==> src/rtl/alu_status_wb.sv <==
// Writeback/status stage after the ALU: registers one op, owns the flags, resolves flow ops.
// Optional macro ALU_STATUS_WB_BRANCH_COUNT_EN adds a saturating taken-branch counter.
module alu_status_wb #(
  parameter int               WIDTH       = 20,
  parameter logic [WIDTH-1:0] TRAP_VECTOR = '0
) (
  input  logic             clk,
  input  logic             rst_n,
  input  logic             in_valid,
  output logic             in_ready,
  input  logic [3:0]       in_op,
  input  logic [WIDTH-1:0] in_result,
  input  logic             in_carry,
  input  logic [WIDTH-1:0] in_target,
  input  logic [2:0]       in_sr,
  input  logic             trap_clear,
  output logic             out_valid,
  input  logic             out_ready,
  output logic [WIDTH-1:0] out_result,
  output logic             out_wr_en,
  output logic             branch_taken,
  output logic [WIDTH-1:0] branch_target,
  output logic [3:0]       status
`ifdef ALU_STATUS_WB_BRANCH_COUNT_EN
  ,
  output logic [15:0]      branch_count
`endif
);

  localparam logic [3:0] OP_TRAP   = 4'd1;
  localparam logic [3:0] OP_JMP    = 4'd2;
  localparam logic [3:0] OP_JZ     = 4'd3;
  localparam logic [3:0] OP_JS     = 4'd4;
  localparam logic [3:0] OP_JZS    = 4'd5;
  localparam logic [3:0] OP_LSR    = 4'd6;
  localparam logic [3:0] OP_XSR    = 4'd7;
  localparam logic [3:0] OP_ALU    = 4'd8;
  localparam logic [3:0] OP_ALU_NF = 4'd9;

  typedef enum logic {RUN, TRAPPED} state_t;

  function automatic logic [15:0] sat_inc16(input logic [15:0] v);
    return (v == 16'hFFFF) ? v : v + 16'd1;
  endfunction

  state_t                  state;
  logic                    zero_f, sign_f, carry_f;
  logic                    vld_p1;
  logic [WIDTH-1:0]        result_p1;
  logic                    wr_en_p1;
  logic                    taken_p1;
  logic [WIDTH-1:0]        target_p1;

  logic                    accept;
  logic                    taken_c;
  logic                    wr_en_c;
  logic [WIDTH-1:0]        result_c;
  logic [WIDTH-1:0]        target_c;
  logic signed [WIDTH-1:0] result_s;

  assign in_ready = (state == RUN) && (!vld_p1 || out_ready);
  assign accept   = in_valid && in_ready;
  assign result_s = in_result;

  // Stage 0: decode the incoming op against the flags as they stand before this edge
  always_comb begin
    taken_c  = 1'b0;
    wr_en_c  = 1'b0;
    result_c = '0;
    target_c = '0;
    case (in_op)
      OP_TRAP: begin
        taken_c  = 1'b1;
        target_c = TRAP_VECTOR;
      end
      OP_JMP:  taken_c = 1'b1;
      OP_JZ:   taken_c = zero_f;
      OP_JS:   taken_c = sign_f;
      OP_JZS:  taken_c = zero_f | sign_f;
      OP_ALU, OP_ALU_NF: begin
        wr_en_c  = 1'b1;
        result_c = in_result;
      end
      default: ;
    endcase
    if (taken_c && in_op != OP_TRAP)
      target_c = in_target;
  end

  // Stage 1: output register, status register and trap state
  always_ff @(posedge clk) begin
    if (!rst_n) begin
      state     <= RUN;
      zero_f    <= 1'b0;
      sign_f    <= 1'b0;
      carry_f   <= 1'b0;
      vld_p1    <= 1'b0;
      result_p1 <= '0;
      wr_en_p1  <= 1'b0;
      taken_p1  <= 1'b0;
      target_p1 <= '0;
    end else begin
      if (accept) begin
        vld_p1    <= 1'b1;
        result_p1 <= result_c;
        wr_en_p1  <= wr_en_c;
        taken_p1  <= taken_c;
        target_p1 <= target_c;
      end else if (out_ready) begin
        vld_p1 <= 1'b0;
      end

      if (accept) begin
        case (in_op)
          OP_ALU: begin
            zero_f  <= (in_result == '0);
            sign_f  <= (result_s < 0);
            carry_f <= in_carry;
          end
          OP_LSR: {sign_f, carry_f, zero_f} <= in_sr;
          OP_XSR: {sign_f, carry_f, zero_f} <= {sign_f, carry_f, zero_f} ^ in_sr;
          default: ;
        endcase
      end

      case (state)
        RUN:     if (accept && in_op == OP_TRAP) state <= TRAPPED;
        TRAPPED: if (trap_clear) state <= RUN;
        default: state <= RUN;
      endcase
    end
  end

`ifdef ALU_STATUS_WB_BRANCH_COUNT_EN
  always_ff @(posedge clk) begin
    if (!rst_n)
      branch_count <= 16'd0;
    else if (accept && taken_c)
      branch_count <= sat_inc16(branch_count);
  end
`endif

  assign out_valid     = vld_p1;
  assign out_result    = result_p1;
  assign out_wr_en     = wr_en_p1;
  assign branch_taken  = taken_p1;
  assign branch_target = target_p1;
  assign status        = {state == TRAPPED, sign_f, carry_f, zero_f};

endmodule

==> config.mk <==
export PLATFORM = sky130hd
export DESIGN_NAME = alu_status_wb
export DESIGN_NICKNAME = d
export VERILOG_FILES = /design/src/rtl/alu_status_wb.sv
export SDC_FILE = /design/constraint.sdc
export NUM_CORES = 1
export LEC_CHECK = 0
export CAP_MARGIN = 30
export CORE_MARGIN = 3
export CORE_UTILIZATION = 50
export CTS_BUF_LIST = sky130_fd_sc_hd__clkbuf_8
export CTS_CLUSTER_SIZE = 28
export DETAILED_ROUTE_END_ITERATION = 6
export DONT_BUFFER_PORTS = 1
export GPL_ROUTABILITY_DRIVEN = 0
export PLACE_DENSITY = 0.75
export SLEW_MARGIN = 20
export SYNTH_ARGS = -nofsm -noshare
export SYNTH_HDL_FRONTEND = slang
export SYNTH_SLANG_ARGS = --single-unit
==> constraint.sdc <==
create_clock -name clk -period 3.2 [get_ports clk]
set_input_delay 0.64 -clock clk [delete_from_list [all_inputs] [get_ports clk]]
set_output_delay 0.64 -clock clk [all_outputs]
set_load 0.1 [all_outputs]
* After elaboration in Yosys (flattened, before gate mapping) *
Cells that the tools add are included.

word-level totals
  flip-flop bits (word level) = 47
  word-level logic and storage cells = 47
  input bits = 53

cells by class
  reductions and logical operators = 12
  $lt $le $gt $ge = 1
  bitwise logic cells = 3
  muxes and demuxes = 12
  eq/ne operators = 10

operators with widths
  cell                 number
  $mux 20              2
  $logic_not 20->1     1
  $lt 20x1->1 const B  1
  $eq 4x3->1 const B   4
  $pmux 1 s3           3
  $eq 4x2->1 const B   2
  $eq 4x4->1 const B   2
  $mux 1               5
  $eq 4x1->1 const B   1
  $logic_and 1x1->1    4
  $ne 4x1->1 const B   1
  $pmux 1 s4           1
  $reduce_or 2->1      2
  $reduce_bool 3->1    1
  $xor 3x3->3          1
  $pmux 1 s2           1
  $reduce_and 2->1     1
  $reduce_bool 2->1    1
  $logic_not 1->1      1
  $logic_or 1x1->1     1
  $not 1->1            1
  $or 1x1->1           1

* Depth between registers and ports, before layout *
  depth in word-level cells = 7
  mapped depth = 6
  mapped depth without buffers = 4

* Least setup slack after synthesis *
No wires, ideal clock.

  path kind = register -> output
  start = reg vld_p1, in the netlist out_valid
  end = out in_ready
  data arrival time = 1.802 ns
  slack = 0.758 ns
  cell stages (with the launch flop) = 3
  buffers on the path = 0
  required time = 2.560 ns
  path through = dfxtp_1 > nand2b_1 > and2_1

on the way
  word-level cells in the longest chain between the ends = 3

RTL lines
  item                    RTL line  text
  start, declared         48        logic vld_p1;
  start signal, assigned  97        vld_p1 <= 1'b0;
  start signal, assigned  104       vld_p1 <= 1'b1;
  start signal, assigned  110       vld_p1 <= 1'b0;
  $logic_not 1->1         61        assign in_ready = (state == RUN) && (!vld_p1 || out_ready);
  $logic_or 1x1->1        61
  $logic_and 1x1->1       61
  end, declared           10        output logic in_ready,

No other way between the ends.

* Worst setup path after layout *
Ends and elaborated chain as after synthesis.

==> impl_results.md <==
- Cts-stage hold buffer count: 0
- Root Buffer: clkbuf_8
- Share of cells above drive strength 1: 12.63%
- Pleak: 0.7022 nW
- First-pass GRT wire length: 7741 um
- Hold Path Depth: 1
- Final period utilization: 68.61%
- Slew @ Worst Pin: 0.9963 ns
- Crit Path Category: flop to primary output
- Most frequent cells in the layout: 47 x dfxtp_1, 25 x nor2_1, 21 x nand3b_1
- Layout net count: 251
- I/O Buffers: 0
- TNS Setup: 0 ns
- Met3 routed WL: 482 um
- Metal-1 WL: 1838 um
- Resize count post-CTS: 0
- Cells after Synth: 203
- Detailed placement HPWL: 3435 um
- Largest net degree at the start of global routing: 29
- Io pins: 101
- Worst Reg2Reg Path Length in Cells: 5
- Hold Fails Final Rpt: 0
- Area leader, netlist: dfxtp_1
- DRT Pass-1 Iters: 4
- CP endpoint kind: primary output
- Synth area leaders: dfxtp_1 47%, o2bb2ai_1 8.3%, nand3b_1 7.8%
- Cell Int Power: 0.8557 mW
- DR vias: 1564
- Vias/cell: 6.358
- Register area share after synthesis: 46.74%
- Max-slew violations: 0
- RSZ-0062 raised after global routing: false
- WL met2: 2316 um
- Clk slew on worst S/H paths: 0.09 ns
- Clock latency on the worst-skew pair: 0.30 ns
- Worst R2R Start: out_valid
- Hold EP: branch_taken
- Core area: 3771 um2
- Post-place setup slack: 1.062 ns
- Slew margin rel.: 33.49%
- Avg Synthesized Cell Area: 9.917 um2
- DRT Wirelength: 4689 um
- Initial Utilization: 53.38%
- TritonCTS buffer count: 5
- Final setup fails: 0
- Worst R2R End: branch_taken
- Top cell type's share of synthesized area: 46.74%
- Clock Skews: 0.008921 ns
- Remaining DRCs: 0
- GRT overflow: 0
- Tightest Hold Check Type: primary input to flop
- Switch Pwr: 0.3228 mW
- Ys async rst share: 0%
- Clock buffer depth: 2
- Cell Area, Synth: 2013 um2
- HP Start: in_op[3]
- Diode count: 0
- Pwr Density: 552.4 nW/um2
- Outcome: finished, final reports clean
- Routed Antenna Nets: 0
- Commonest non-fill, non-tap cell in the layout: dfxtp_1
- Die Y: 69.46 um
- Sw frac: 27.39%
- Reg-to-reg setup timing slack: 1.18 ns
- Die Width: 69.46 um
- # Post-CTS Setup Buffers: 0
- Logic pwr share: 8.9%
- H-tree Lvls: 2
- Synth Net Count: 256
- Rows: 22
- Fmax: 455.4 MHz
- VDD IR max: 0.3093 mV
- Min Tclk post-route: 2.196 ns
- CTS tree: built
- DR iter-0 viols: 71
- Pwr Total: 1.179 mW
- Required @ worst endpoint: 2.56 ns
- Layout area overhead: 5.967%
- Final core occ: 56.57%
- Crit Path Max Fanout: 6
- YS warnings: 0
- WP data arrival: 1.56 ns
- Synth cell types: 34
- Flops & latches, synth: 47
- # fillers: 310
- Vias in the first global route: 1590
- Main synth FF type: dfxtp_1
- CP startpoint kind: flop
- Number of synthesized flops with an enable pin: 0
- Final setup margin: 1.004 ns
- Die area: 4824 um2
- Max-cap viol count: 0
- CTS Sinks: 47
- Gr usage total: 19.66%
- Antenna violations before repair: 0
- Reg power frac: 56.2%
- WL per Instance: 19.06 um
- Clock power share: 34.9%
- Top layer reached by signal wires: met4
## metal layers
layer / up-vias / global-route usage [%]
li1: 735 / -
met1: 739 / 22.34
met2: 83 / 33.26
met3: 7 / 8.551
met4: 0 / 5.857
met5: - / 0
## sequential cells by signal, indices dropped and copies added (netlist names)
register and cells:
carry_f 1, out_wr_en 1, zero_f 1, out_valid 1, state 1, sign_f 1, out_result 20, branch_taken 1
branch_target 20
## worst max path at each step
stage / from / end / slack (ns)
CTS: out_valid / in_ready / 0.99
global placement: in_op[0] / branch_target[4] / 1.11
floorplan: out_valid / in_ready / 0.76
finish: out_valid / in_ready / 1.00
global route: out_valid / in_ready / 0.94
detailed placement: out_ready / branch_taken / 1.06
## metrics by stage
stage	hold WS, ns	area, um2	cells
5_1_grt	0.4281	2133	246
3_5_place_dp	0.6899	2016	238
6_report	0.4417	2133	246
3_3_place_gp	0.6911	2004	237
4_1_cts	0.4334	2118	245
2_1_floorplan	0.4672	2013	203
## Yosys cell counts, types with 3 or more instances
library cell and number:
o2bb2ai_1 19, clkbuf_1 7, buf_4 5, nor2_1 25, nand2_1 5, buf_2 7, a22oi_1 20, inv_1 3
nor4_1 5, dfxtp_1 47, nand3b_1 21, nand3_1 5, nor3b_1 3, a21oi_1 6
## power groups by stage
stage	sequential [mW]	clock, mW	combinational, mW
after floorplan	0.679	0	0.0909
after global placement	0.676	0	0.0967
after detailed placement	0.676	0	0.103
after CTS	0.663	0.423	0.103
after global routing	0.664	0.441	0.114
final	0.662	0.411	0.105
## worst max-delay path, stage by stage (launching register included)
cell and delay, ns:
dfxtp_1 0.32, buf_4 0.29, nand2b_1 0.21, and2_1 0.21
buf_4 0.22
## cell families after synthesis
logic type | count (synthesis) | share of synthesized area, %
AND/OR/NAND/NOR | 73 | 21.44
AO/OA/AOI/OAI | 57 | 24.61
flip-flops | 47 | 46.74
buffers and inverters | 25 | 6.774
XOR/XNOR | 1 | 0.4351
## layout make-up
cell class	count	area, um2	share of cell area, %
Sequential cell	47	940.9	44.11
Multi-Input combinational cell	131	935.9	43.87
Timing Repair Buffer	9	78.83	3.695
Clock buffer	5	68.82	3.226
Tap cell	48	60.06	2.815
Clock inverter	2	33.78	1.584
Inverter	4	15.01	0.7038
Note: power is estimated with default switching activity, not from simulation.
